### src/rtl/uart_alu_frame_ctrl_if.sv
// RX/TX FIFO, ALU and status bundle of the UART<->ALU frame controller.
// master = controller side, slave = FIFO/ALU environment side.
interface uart_alu_frame_ctrl_if #(
   parameter int DATA_WIDTH = 8,
   parameter int OP_BYTES   = 2,
   parameter int OPCODE_SZ  = 6,
   parameter int RES_BYTES  = 2
);
   logic                            i_rx_empty;
   logic [DATA_WIDTH-1:0]           i_r_data;
   logic                            i_tx_full;
   logic [RES_BYTES*DATA_WIDTH-1:0] i_result;
   logic                            o_rd_uart;
   logic                            o_wr_uart;
   logic [DATA_WIDTH-1:0]           o_w_data;
   logic [OP_BYTES*DATA_WIDTH-1:0]  o_op_a;
   logic [OP_BYTES*DATA_WIDTH-1:0]  o_op_b;
   logic [OPCODE_SZ-1:0]            o_op_code;
   logic                            o_busy;
   logic                            o_done;
   logic                            o_frame_err;

   modport master (
      input  i_rx_empty, i_r_data, i_tx_full, i_result,
      output o_rd_uart, o_wr_uart, o_w_data, o_op_a, o_op_b, o_op_code,
             o_busy, o_done, o_frame_err
   );

   modport slave (
      output i_rx_empty, i_r_data, i_tx_full, i_result,
      input  o_rd_uart, o_wr_uart, o_w_data, o_op_a, o_op_b, o_op_code,
             o_busy, o_done, o_frame_err
   );
endinterface

### src/rtl/uart_alu_frame_ctrl.sv
// Collects A, B, opcode bytes from the RX FIFO, applies them atomically to the ALU and
// returns the result LSB first; 2*OP_BYTES+1 pops, ALU_LAT wait, RES_BYTES pushes (TX full stalls).
module uart_alu_frame_ctrl #(
   parameter int DATA_WIDTH  = 8,
   parameter int OP_BYTES    = 2,
   parameter int OPCODE_SZ   = 6,
   parameter int RES_BYTES   = 2,
   parameter int ALU_LAT     = 1,
   parameter int TIMEOUT_CYC = 100000
) (
   input logic                   i_clk,
   input logic                   i_reset,
   uart_alu_frame_ctrl_if.master bus
);
   localparam int OPW     = OP_BYTES * DATA_WIDTH;
   localparam int RESW    = RES_BYTES * DATA_WIDTH;
   localparam int CNT_M0  = (OP_BYTES > RES_BYTES) ? OP_BYTES : RES_BYTES;
   localparam int CNT_MAX = (CNT_M0 > ALU_LAT) ? CNT_M0 : ALU_LAT;
   localparam int CNT_W   = (CNT_MAX > 1) ? $clog2(CNT_MAX) : 1;
   localparam int TMO_W   = $clog2(TIMEOUT_CYC);

   localparam logic [CNT_W-1:0] OP_LAST  = CNT_W'(OP_BYTES - 1);
   localparam logic [CNT_W-1:0] RES_LAST = CNT_W'(RES_BYTES - 1);
   localparam logic [CNT_W-1:0] ALU_LAST = CNT_W'(ALU_LAT - 1);
   localparam logic [TMO_W-1:0] TMO_LAST = TMO_W'(TIMEOUT_CYC - 1);

   typedef enum logic [2:0] {
      RX_A     = 3'd0,
      RX_B     = 3'd1,
      RX_OP    = 3'd2,
      ALU_WAIT = 3'd3,
      TX       = 3'd4
   } state_t;

   state_t                 state_q,     state_d;
   logic [CNT_W-1:0]       cnt_q,       cnt_d;
   logic [TMO_W-1:0]       tmo_q,       tmo_d;
   logic [OPW-1:0]         shadow_a_q,  shadow_a_d;
   logic [OPW-1:0]         shadow_b_q,  shadow_b_d;
   logic [OPW-1:0]         op_a_q,      op_a_d;
   logic [OPW-1:0]         op_b_q,      op_b_d;
   logic [OPCODE_SZ-1:0]   op_code_q,   op_code_d;
   logic [RESW-1:0]        shift_q,     shift_d;
   logic                   done_q,      done_d;
   logic                   frame_err_q, frame_err_d;

   logic rx_phase;
   logic in_frame;
   logic pop;
   logic push;

   assign rx_phase = (state_q == RX_A) || (state_q == RX_B) || (state_q == RX_OP);
   assign in_frame = rx_phase && !((state_q == RX_A) && (cnt_q == '0));
   // Reset gating keeps the pop strobe low while reset is held with a non-empty FIFO.
   assign pop      = rx_phase && !bus.i_rx_empty && !i_reset;
   assign push     = (state_q == TX) && !bus.i_tx_full;

   always_comb begin
      state_d     = state_q;
      cnt_d       = cnt_q;
      tmo_d       = tmo_q;
      shadow_a_d  = shadow_a_q;
      shadow_b_d  = shadow_b_q;
      op_a_d      = op_a_q;
      op_b_d      = op_b_q;
      op_code_d   = op_code_q;
      shift_d     = shift_q;
      done_d      = 1'b0;
      frame_err_d = 1'b0;

      case (state_q)
         RX_A: begin
            if (pop) begin
               for (int i = 0; i < OP_BYTES; i++) begin
                  if (cnt_q == CNT_W'(i)) shadow_a_d[i*DATA_WIDTH +: DATA_WIDTH] = bus.i_r_data;
               end
               if (cnt_q == OP_LAST) begin
                  state_d = RX_B;
                  cnt_d   = '0;
               end else begin
                  cnt_d = cnt_q + 1'b1;
               end
            end
         end
         RX_B: begin
            if (pop) begin
               for (int i = 0; i < OP_BYTES; i++) begin
                  if (cnt_q == CNT_W'(i)) shadow_b_d[i*DATA_WIDTH +: DATA_WIDTH] = bus.i_r_data;
               end
               if (cnt_q == OP_LAST) begin
                  state_d = RX_OP;
                  cnt_d   = '0;
               end else begin
                  cnt_d = cnt_q + 1'b1;
               end
            end
         end
         RX_OP: begin
            if (pop) begin
               op_a_d    = shadow_a_q;
               op_b_d    = shadow_b_q;
               op_code_d = bus.i_r_data[OPCODE_SZ-1:0];
               state_d   = ALU_WAIT;
               cnt_d     = '0;
            end
         end
         ALU_WAIT: begin
            if (cnt_q == ALU_LAST) begin
               shift_d = bus.i_result;
               state_d = TX;
               cnt_d   = '0;
            end else begin
               cnt_d = cnt_q + 1'b1;
            end
         end
         TX: begin
            if (push) begin
               shift_d = shift_q >> DATA_WIDTH;
               if (cnt_q == RES_LAST) begin
                  state_d = RX_A;
                  cnt_d   = '0;
                  done_d  = 1'b1;
               end else begin
                  cnt_d = cnt_q + 1'b1;
               end
            end
         end
         default: begin
            state_d = RX_A;
            cnt_d   = '0;
         end
      endcase

      // Idle timer only runs mid-frame; a pop on the expiry cycle wins.
      if (pop || !in_frame) begin
         tmo_d = '0;
      end else if (tmo_q == TMO_LAST) begin
         state_d     = RX_A;
         cnt_d       = '0;
         tmo_d       = '0;
         shadow_a_d  = '0;
         shadow_b_d  = '0;
         frame_err_d = 1'b1;
      end else begin
         tmo_d = tmo_q + 1'b1;
      end
   end

   always_ff @(posedge i_clk or posedge i_reset) begin
      if (i_reset) begin
         state_q     <= RX_A;
         cnt_q       <= '0;
         tmo_q       <= '0;
         shadow_a_q  <= '0;
         shadow_b_q  <= '0;
         op_a_q      <= '0;
         op_b_q      <= '0;
         op_code_q   <= '0;
         shift_q     <= '0;
         done_q      <= 1'b0;
         frame_err_q <= 1'b0;
      end else begin
         state_q     <= state_d;
         cnt_q       <= cnt_d;
         tmo_q       <= tmo_d;
         shadow_a_q  <= shadow_a_d;
         shadow_b_q  <= shadow_b_d;
         op_a_q      <= op_a_d;
         op_b_q      <= op_b_d;
         op_code_q   <= op_code_d;
         shift_q     <= shift_d;
         done_q      <= done_d;
         frame_err_q <= frame_err_d;
      end
   end

   assign bus.o_rd_uart   = pop;
   assign bus.o_wr_uart   = push;
   assign bus.o_w_data    = shift_q[DATA_WIDTH-1:0];
   assign bus.o_op_a      = op_a_q;
   assign bus.o_op_b      = op_b_q;
   assign bus.o_op_code   = op_code_q;
   assign bus.o_busy      = !((state_q == RX_A) && (cnt_q == '0));
   assign bus.o_done      = done_q;
   assign bus.o_frame_err = frame_err_q;
endmodule
### src/flat_wrapper.sv
// flat-port wrapper written by rule: the top's interface ports become plain ports
module uart_alu_frame_ctrl_flat 
#(
   parameter int DATA_WIDTH  = 8,
   parameter int OP_BYTES    = 2,
   parameter int OPCODE_SZ   = 6,
   parameter int RES_BYTES   = 2,
   parameter int ALU_LAT     = 1,
   parameter int TIMEOUT_CYC = 100000
)
  (i_clk, i_reset, bus_i_rx_empty, bus_i_r_data, bus_i_tx_full, bus_i_result, bus_o_rd_uart, bus_o_wr_uart, bus_o_w_data, bus_o_op_a, bus_o_op_b, bus_o_op_code, bus_o_busy, bus_o_done, bus_o_frame_err);
  uart_alu_frame_ctrl_if #(.DATA_WIDTH(DATA_WIDTH), .OP_BYTES(OP_BYTES), .OPCODE_SZ(OPCODE_SZ), .RES_BYTES(RES_BYTES)) bus_i ();
  input logic i_clk;
  input logic i_reset;
  input wire logic [$bits(bus_i.i_rx_empty)-1:0] bus_i_rx_empty;
  input wire logic [$bits(bus_i.i_r_data)-1:0] bus_i_r_data;
  input wire logic [$bits(bus_i.i_tx_full)-1:0] bus_i_tx_full;
  input wire logic [$bits(bus_i.i_result)-1:0] bus_i_result;
  output wire logic [$bits(bus_i.o_rd_uart)-1:0] bus_o_rd_uart;
  output wire logic [$bits(bus_i.o_wr_uart)-1:0] bus_o_wr_uart;
  output wire logic [$bits(bus_i.o_w_data)-1:0] bus_o_w_data;
  output wire logic [$bits(bus_i.o_op_a)-1:0] bus_o_op_a;
  output wire logic [$bits(bus_i.o_op_b)-1:0] bus_o_op_b;
  output wire logic [$bits(bus_i.o_op_code)-1:0] bus_o_op_code;
  output wire logic [$bits(bus_i.o_busy)-1:0] bus_o_busy;
  output wire logic [$bits(bus_i.o_done)-1:0] bus_o_done;
  output wire logic [$bits(bus_i.o_frame_err)-1:0] bus_o_frame_err;
  assign bus_i.i_rx_empty = bus_i_rx_empty;
  assign bus_i.i_r_data = bus_i_r_data;
  assign bus_i.i_tx_full = bus_i_tx_full;
  assign bus_i.i_result = bus_i_result;
  assign bus_o_rd_uart = bus_i.o_rd_uart;
  assign bus_o_wr_uart = bus_i.o_wr_uart;
  assign bus_o_w_data = bus_i.o_w_data;
  assign bus_o_op_a = bus_i.o_op_a;
  assign bus_o_op_b = bus_i.o_op_b;
  assign bus_o_op_code = bus_i.o_op_code;
  assign bus_o_busy = bus_i.o_busy;
  assign bus_o_done = bus_i.o_done;
  assign bus_o_frame_err = bus_i.o_frame_err;
  uart_alu_frame_ctrl #(.DATA_WIDTH(DATA_WIDTH), .OP_BYTES(OP_BYTES), .OPCODE_SZ(OPCODE_SZ), .RES_BYTES(RES_BYTES), .ALU_LAT(ALU_LAT), .TIMEOUT_CYC(TIMEOUT_CYC)) u_core (.i_clk(i_clk), .i_reset(i_reset), .bus(bus_i));
endmodule
### config.mk
export PLATFORM = sky130hd
export DESIGN_NAME = uart_alu_frame_ctrl_flat
export DESIGN_NICKNAME = d
export VERILOG_FILES = /design/src/rtl/uart_alu_frame_ctrl_if.sv /design/src/rtl/uart_alu_frame_ctrl.sv /design/src/flat_wrapper.sv
export SDC_FILE = /design/constraint.sdc
export NUM_CORES = 1
export LEC_CHECK = 0
export CORE_MARGIN = 2
export CORE_UTILIZATION = 35
export CTS_CLUSTER_SIZE = 10
export DETAILED_ROUTE_END_ITERATION = 7
export PLACE_DENSITY_LB_ADDON = 0.12
export SYNTH_ARGS = -nofsm -noshare
export SYNTH_HDL_FRONTEND = slang
export SYNTH_SLANG_ARGS = --single-unit
### constraint.sdc
create_clock -name i_clk -period 5.97 [get_ports i_clk]
set_input_delay 1.4925 -clock i_clk [delete_from_list [all_inputs] [get_ports i_clk]]
set_output_delay 1.4925 -clock i_clk [all_outputs]
set_load 0.1 [all_outputs]
# Yosys cells after proc, flatten, opt, wreduce, memory -nomap -nowiden
# Index checks and enable logic that the tools add are counted.
[totals] wordCells=80 inputBits=28 output_inout_bits=51 register_bits=109
[op_classes] eq_ne=7 mux=41 n_reduce_logical=18 addsub=2 n_bitwise=1
[op_table] op="$mux 16" n=10
[op_table] op="$mux 17" n=2
[op_table] op="$mux 8" n=4
[op_table] op="$pmux 16 s2" n=1
[op_table] op="$mux 3" n=10
[op_table] op="$add 17x1->17 const B" n=1
[op_table] op="$eq 17x17->1 const B" n=1
[op_table] op="$pmux 3 s5" n=1
[op_table] op="$mux 1" n=12
[op_table] op="$eq 3x2->1 const B" n=2
[op_table] op="$logic_and 1x1->1" n=5
[op_table] op="$logic_not 1->1" n=5
[op_table] op="$ne 2x2->1 const B" n=2
[op_table] op="$pmux 1 s4" n=1
[op_table] op="$eq 3x1->1 const B" n=1
[op_table] op="$eq 3x3->1 const B" n=1
[op_table] op="$logic_not 3->1" n=1
[op_table] op="$logic_or 1x1->1" n=3
[op_table] op="$reduce_and 3->1" n=1
[op_table] op="$reduce_and 2->1" n=1
[op_table] op="$reduce_bool 2->1" n=1
[op_table] op="$reduce_or 2->1" n=1
[op_table] op="$add 1x1->1 const B" n=1
[op_table] op="$not 1->1" n=1

# Depth between registers and ports, before layout
[depth] ltp_word=9 mapped_depth=9 mapped_depth_nobuf=8

# Worst setup path before layout
# No wires, ideal clock.
[synth_timing] path_type="input to output" startpoint="in bus_i_tx_full" endpoint="out bus_o_wr_uart" stages=1 setup_slack_ns=-0.334 required_ns=4.478 arrival_time_ns=4.811 path_cell_list="nor4b_1"
[synth_via] elab_chain_len=2
[synth_rtl] item="from (decl)" line_no="flat_wrapper.sv:17" text="input wire logic [$bits(bus_i.i_tx_full)-1:0] bus_i_tx_full;"
[synth_rtl] item="$logic_not 1->1" line_no="uart_alu_frame_ctrl.sv:56" text="assign push = (state_q == TX) && !bus.i_tx_full;"
[synth_rtl] item="$logic_and 1x1->1" line_no="uart_alu_frame_ctrl.sv:56"
[synth_rtl] item="to (decl)" line_no="flat_wrapper.sv:20" text="output wire logic [$bits(bus_i.o_wr_uart)-1:0] bus_o_wr_uart;"
# No other way between the ends.

# Worst setup path after layout
[layout_timing] startpoint="in i_reset" endpoint="out bus_o_rd_uart"
[layout_via] elab_chain_len=2
[layout_rtl] item="from (decl)" line_no="flat_wrapper.sv:14" text="input logic i_reset;"
[layout_rtl] item="$logic_not 1->1" line_no="uart_alu_frame_ctrl.sv:55" text="assign pop = rx_phase && !bus.i_rx_empty && !i_reset;"
[layout_rtl] item="$logic_and 1x1->1" line_no="uart_alu_frame_ctrl.sv:55"
[layout_rtl] item="to (decl)" line_no="flat_wrapper.sv:19" text="output wire logic [$bits(bus_i.o_rd_uart)-1:0] bus_o_rd_uart;"
# No other way between the ends.

==> flow_summary.json <==
{
  "setup_viol": 0,
  "timing.rr.end": "u_core.shift_q[10]$_DFFE_PP0P_",
  "drt-initial-drc-count": 172,
  "grt_pass1_vias": 3290,
  "synth-edff-count": 0,
  "core_um2": 13200,
  "crit_slowest_cell": "clkdlybuf4s50_1",
  "worst_skew_pair.late_latency_ns": 0.34,
  "grt_pass1_wl_um": 17200,
  "r2r_setup_slack_ns": 3.74,
  "clockBufferDepth": 2,
  "vias_per_cell": 4.87,
  "yosys_warnings": 0,
  "critPathMaxStageDelay_ns": 0.57,
  "fin_setup_tns_ns": 0,
  "hold_viol": 0,
  "post-route-util_pct": 44.5,
  "rows": 42,
  "cts.sinks": 109,
  "synth.avg_cell_area_um2": 11.8,
  "hold_end": "u_core.shift_q[6]$_DFFE_PP0P_",
  "rr_startpoint": "u_core.state_q[1]$_DFF_PP0_",
  "grt_usage_pct": 15.2,
  "drc": 0,
  "synth_seq_area_share_pct": 57.6,
  "fp.dieW_um": 120,
  "dr.pass1.iters": 4,
  "die_h_um": 120,
  "r2r_cells": 4,
  "avgRoutedWirePerCell_um": 15.8,
  "fin_crit_ns": 4.33,
  "leakage_nw": 2.64,
  "maxCapViolations": 0,
  "n_antenna_cell": 0,
  "clk_pin_slew_ns": 0.07,
  "synth_top_area_share_pct": 57.6,
  "critPathKind": "in2out",
  "async_reset_ff_share_pct": 100,
  "hp-start": "u_core.shift_q[6]$_DFFE_PP0P_",
  "cts_tree": "built",
  "wirelength_um": 10300,
  "ys_top_cells_by_area": "dfrtp_1 58%, mux2_4 6.3%, mux2_2 4.3%",
  "grt_start_max_net_pins": 83,
  "syn_area_um2": 4740,
  "start_util_pct": 35.8,
  "outcome": "completed",
  "cts-hold-fix-buffers": 0,
  "cp-end-kind": "output port",
  "fmax_mhz": 231,
  "skew_ns": 0.00930,
  "ios": 79,
  "cp-start-kind": "input pin",
  "area_growth_syn_to_layout_pct": 24.4,
  "cp_max_fo": 5,
  "antenna_found_initial": 0,
  "overflow": 0,
  "synthDistinctLibCells": 35,
  "hold_depth": 2,
  "worst_pin_slew_ns": 1.05,
  "rsz0062_at_grt": "false",
  "hpwl_um": 6720,
  "fin_crit_sh_pct": 72.5,
  "ir_drop_uv": 307,
  "synth_flop_cell": "dfrtp_1",
  "synth_largest_area_cell": "dfrtp_1",
  "num_vias": 3153,
  "syn_nets": 434,
  "globalplace.congestion": 0.735,
  "root_buffer": "clkbuf_16",
  "nets": 500,
  "postCtsSetupBuffers": 0,
  "p_per_area_nw_per_um2": 607,
  "path_cells": "clkdlybuf4s50_1 > nor2_1 > and2_1 > buf_4",
  "slew_violations": 0,
  "cts_resized": 0,
  "fp.dieArea_um2": 14500,
  "drive_gt1_share_pct": 14.0,
  "h-tree-depth": 3,
  "hp-class": "reg2reg",
  "synth-seq-cells": 109,
  "critPathArrivalTime_ns": 2.83,
  "io_buffers": 78,
  "cts_buffers": 9,
  "required_ns": 4.48,
  "antenna_left": 0,
  "num-fill-cells": 1282,
  "syn_inst": 403,
  "slew-limit-headroom_pct": 29.0,
  "power_mw": 3.58
}
==> routing by layer <==
layer / GRT usage (%) / vias to the layer above / share of wire (%)
met5: 0 / - / 0
met4: 4.22 / 0 / 1.7
met3: 5.66 / 10 / 5.3
met2: 22.7 / 70 / 46
met1: 20.6 / 1558 / 47
li1: - / 1515 / -
==> metrics by stage <==
stage	instances	hold WS, ns	setup slack (ns)	cell area [um^2]
after global routing	648	0.513	1.54	5890
after CTS	648	0.486	1.64	5890
after floorplan	403	0.451	1.22	4750
after global placement	634	0.465	1.69	5610
final	648	0.477	1.64	5890
after detailed placement	634	0.470	1.64	5610
==> placed cells by master (no fill, tap or decap), types with 9 or more instances in the layout <==
cell type and n:
dfrtp_1 109, clkdlybuf4s50_1 76, nand2_1 41, nor2_1 32
a21oi_1 29, nand3_1 29, mux2_4 20, mux2_2 18
mux2i_1 16, xnor2_1 11, clkbuf_16 9
==> how the worst max path moves through the flow <==
stage | start | end | slack, ns | cells after the start
final | i_reset | bus_o_rd_uart | 1.64 | 4
after floorplan | bus_i_tx_full | bus_o_wr_uart | 1.22 | 1
after detailed placement | i_reset | bus_o_rd_uart | 1.64 | 4
after CTS | i_reset | bus_o_rd_uart | 1.64 | 4
after global routing | i_reset | bus_o_rd_uart | 1.54 | 4
after global placement | i_reset | bus_o_rd_uart | 1.69 | 4
==> final cells by class <==
type                       instances  area [um^2]  area share, %
multi-input combinational        259         1820           30.9
clock inverter                     2         35.0          0.594
clock buffer                      12          246           4.18
sequential                       109         2730           46.3
tap                              176          220           3.74
timing repair buffer              83          813           13.8
inverter                           7         28.8          0.488
==> sequential cells by signal (all words and copies together), names as in the netlist, 3 cells and up <==
signal,count
u_core.tmo_q,17
u_core.bus.o_op_a,16
u_core.bus.o_op_b,16
u_core.shadow_a_q,16
u_core.shadow_b_q,16
u_core.shift_q,16
u_core.bus.o_op_code,6
u_core.state_q,3
==> worst max-delay path, delay by kind of cell <==
family | cells | cell delay (ns)
buf+inv | 2 | 0.87
simple gates | 2 | 0.47
==> cell usage after synthesis, types with 2 or more instances <==
library cell,n
mux2_2,18
nor4bb_1,2
a22o_1,8
a21oi_1,29
nand4_1,6
buf_6,4
clkbuf_1,6
nor2_1,32
dfrtp_1,109
xnor2_1,11
nand2_2,2
buf_2,9
mux2_4,20
buf_4,9
nand2_1,41
ha_1,3
mux2i_1,16
o21ai_0,8
xor2_1,4
nor2b_1,3
inv_1,7
nand3_1,29
nor4_1,8
and2_1,2
nor3_1,7
==> where the power goes <==
group          internal [mW]  total, mW  switching [mW]
registers               1.00       1.18           0.182
clock network          0.332      0.583           0.251
logic                  0.503       1.81            1.31
total                   1.84       3.58            1.74
==> kinds of logic (layout without fill, tap and decap cells) <==
logic type               after synthesis  count (layout)  share of synthesized area, %
AO/OA/AOI/OAI                         47              47                          5.68
XOR/XNOR                              15              15                          2.77
adder cells (fa/ha/maj)                3               3                         0.792
buffers and inverters                 35             104                          4.36
flip-flops                           109             109                          57.6
multiplexers                          54              54                          14.0
AND/OR/NAND/NOR                      140             140                          14.9
No activity file was read; power rests on OpenSTA's default activity.
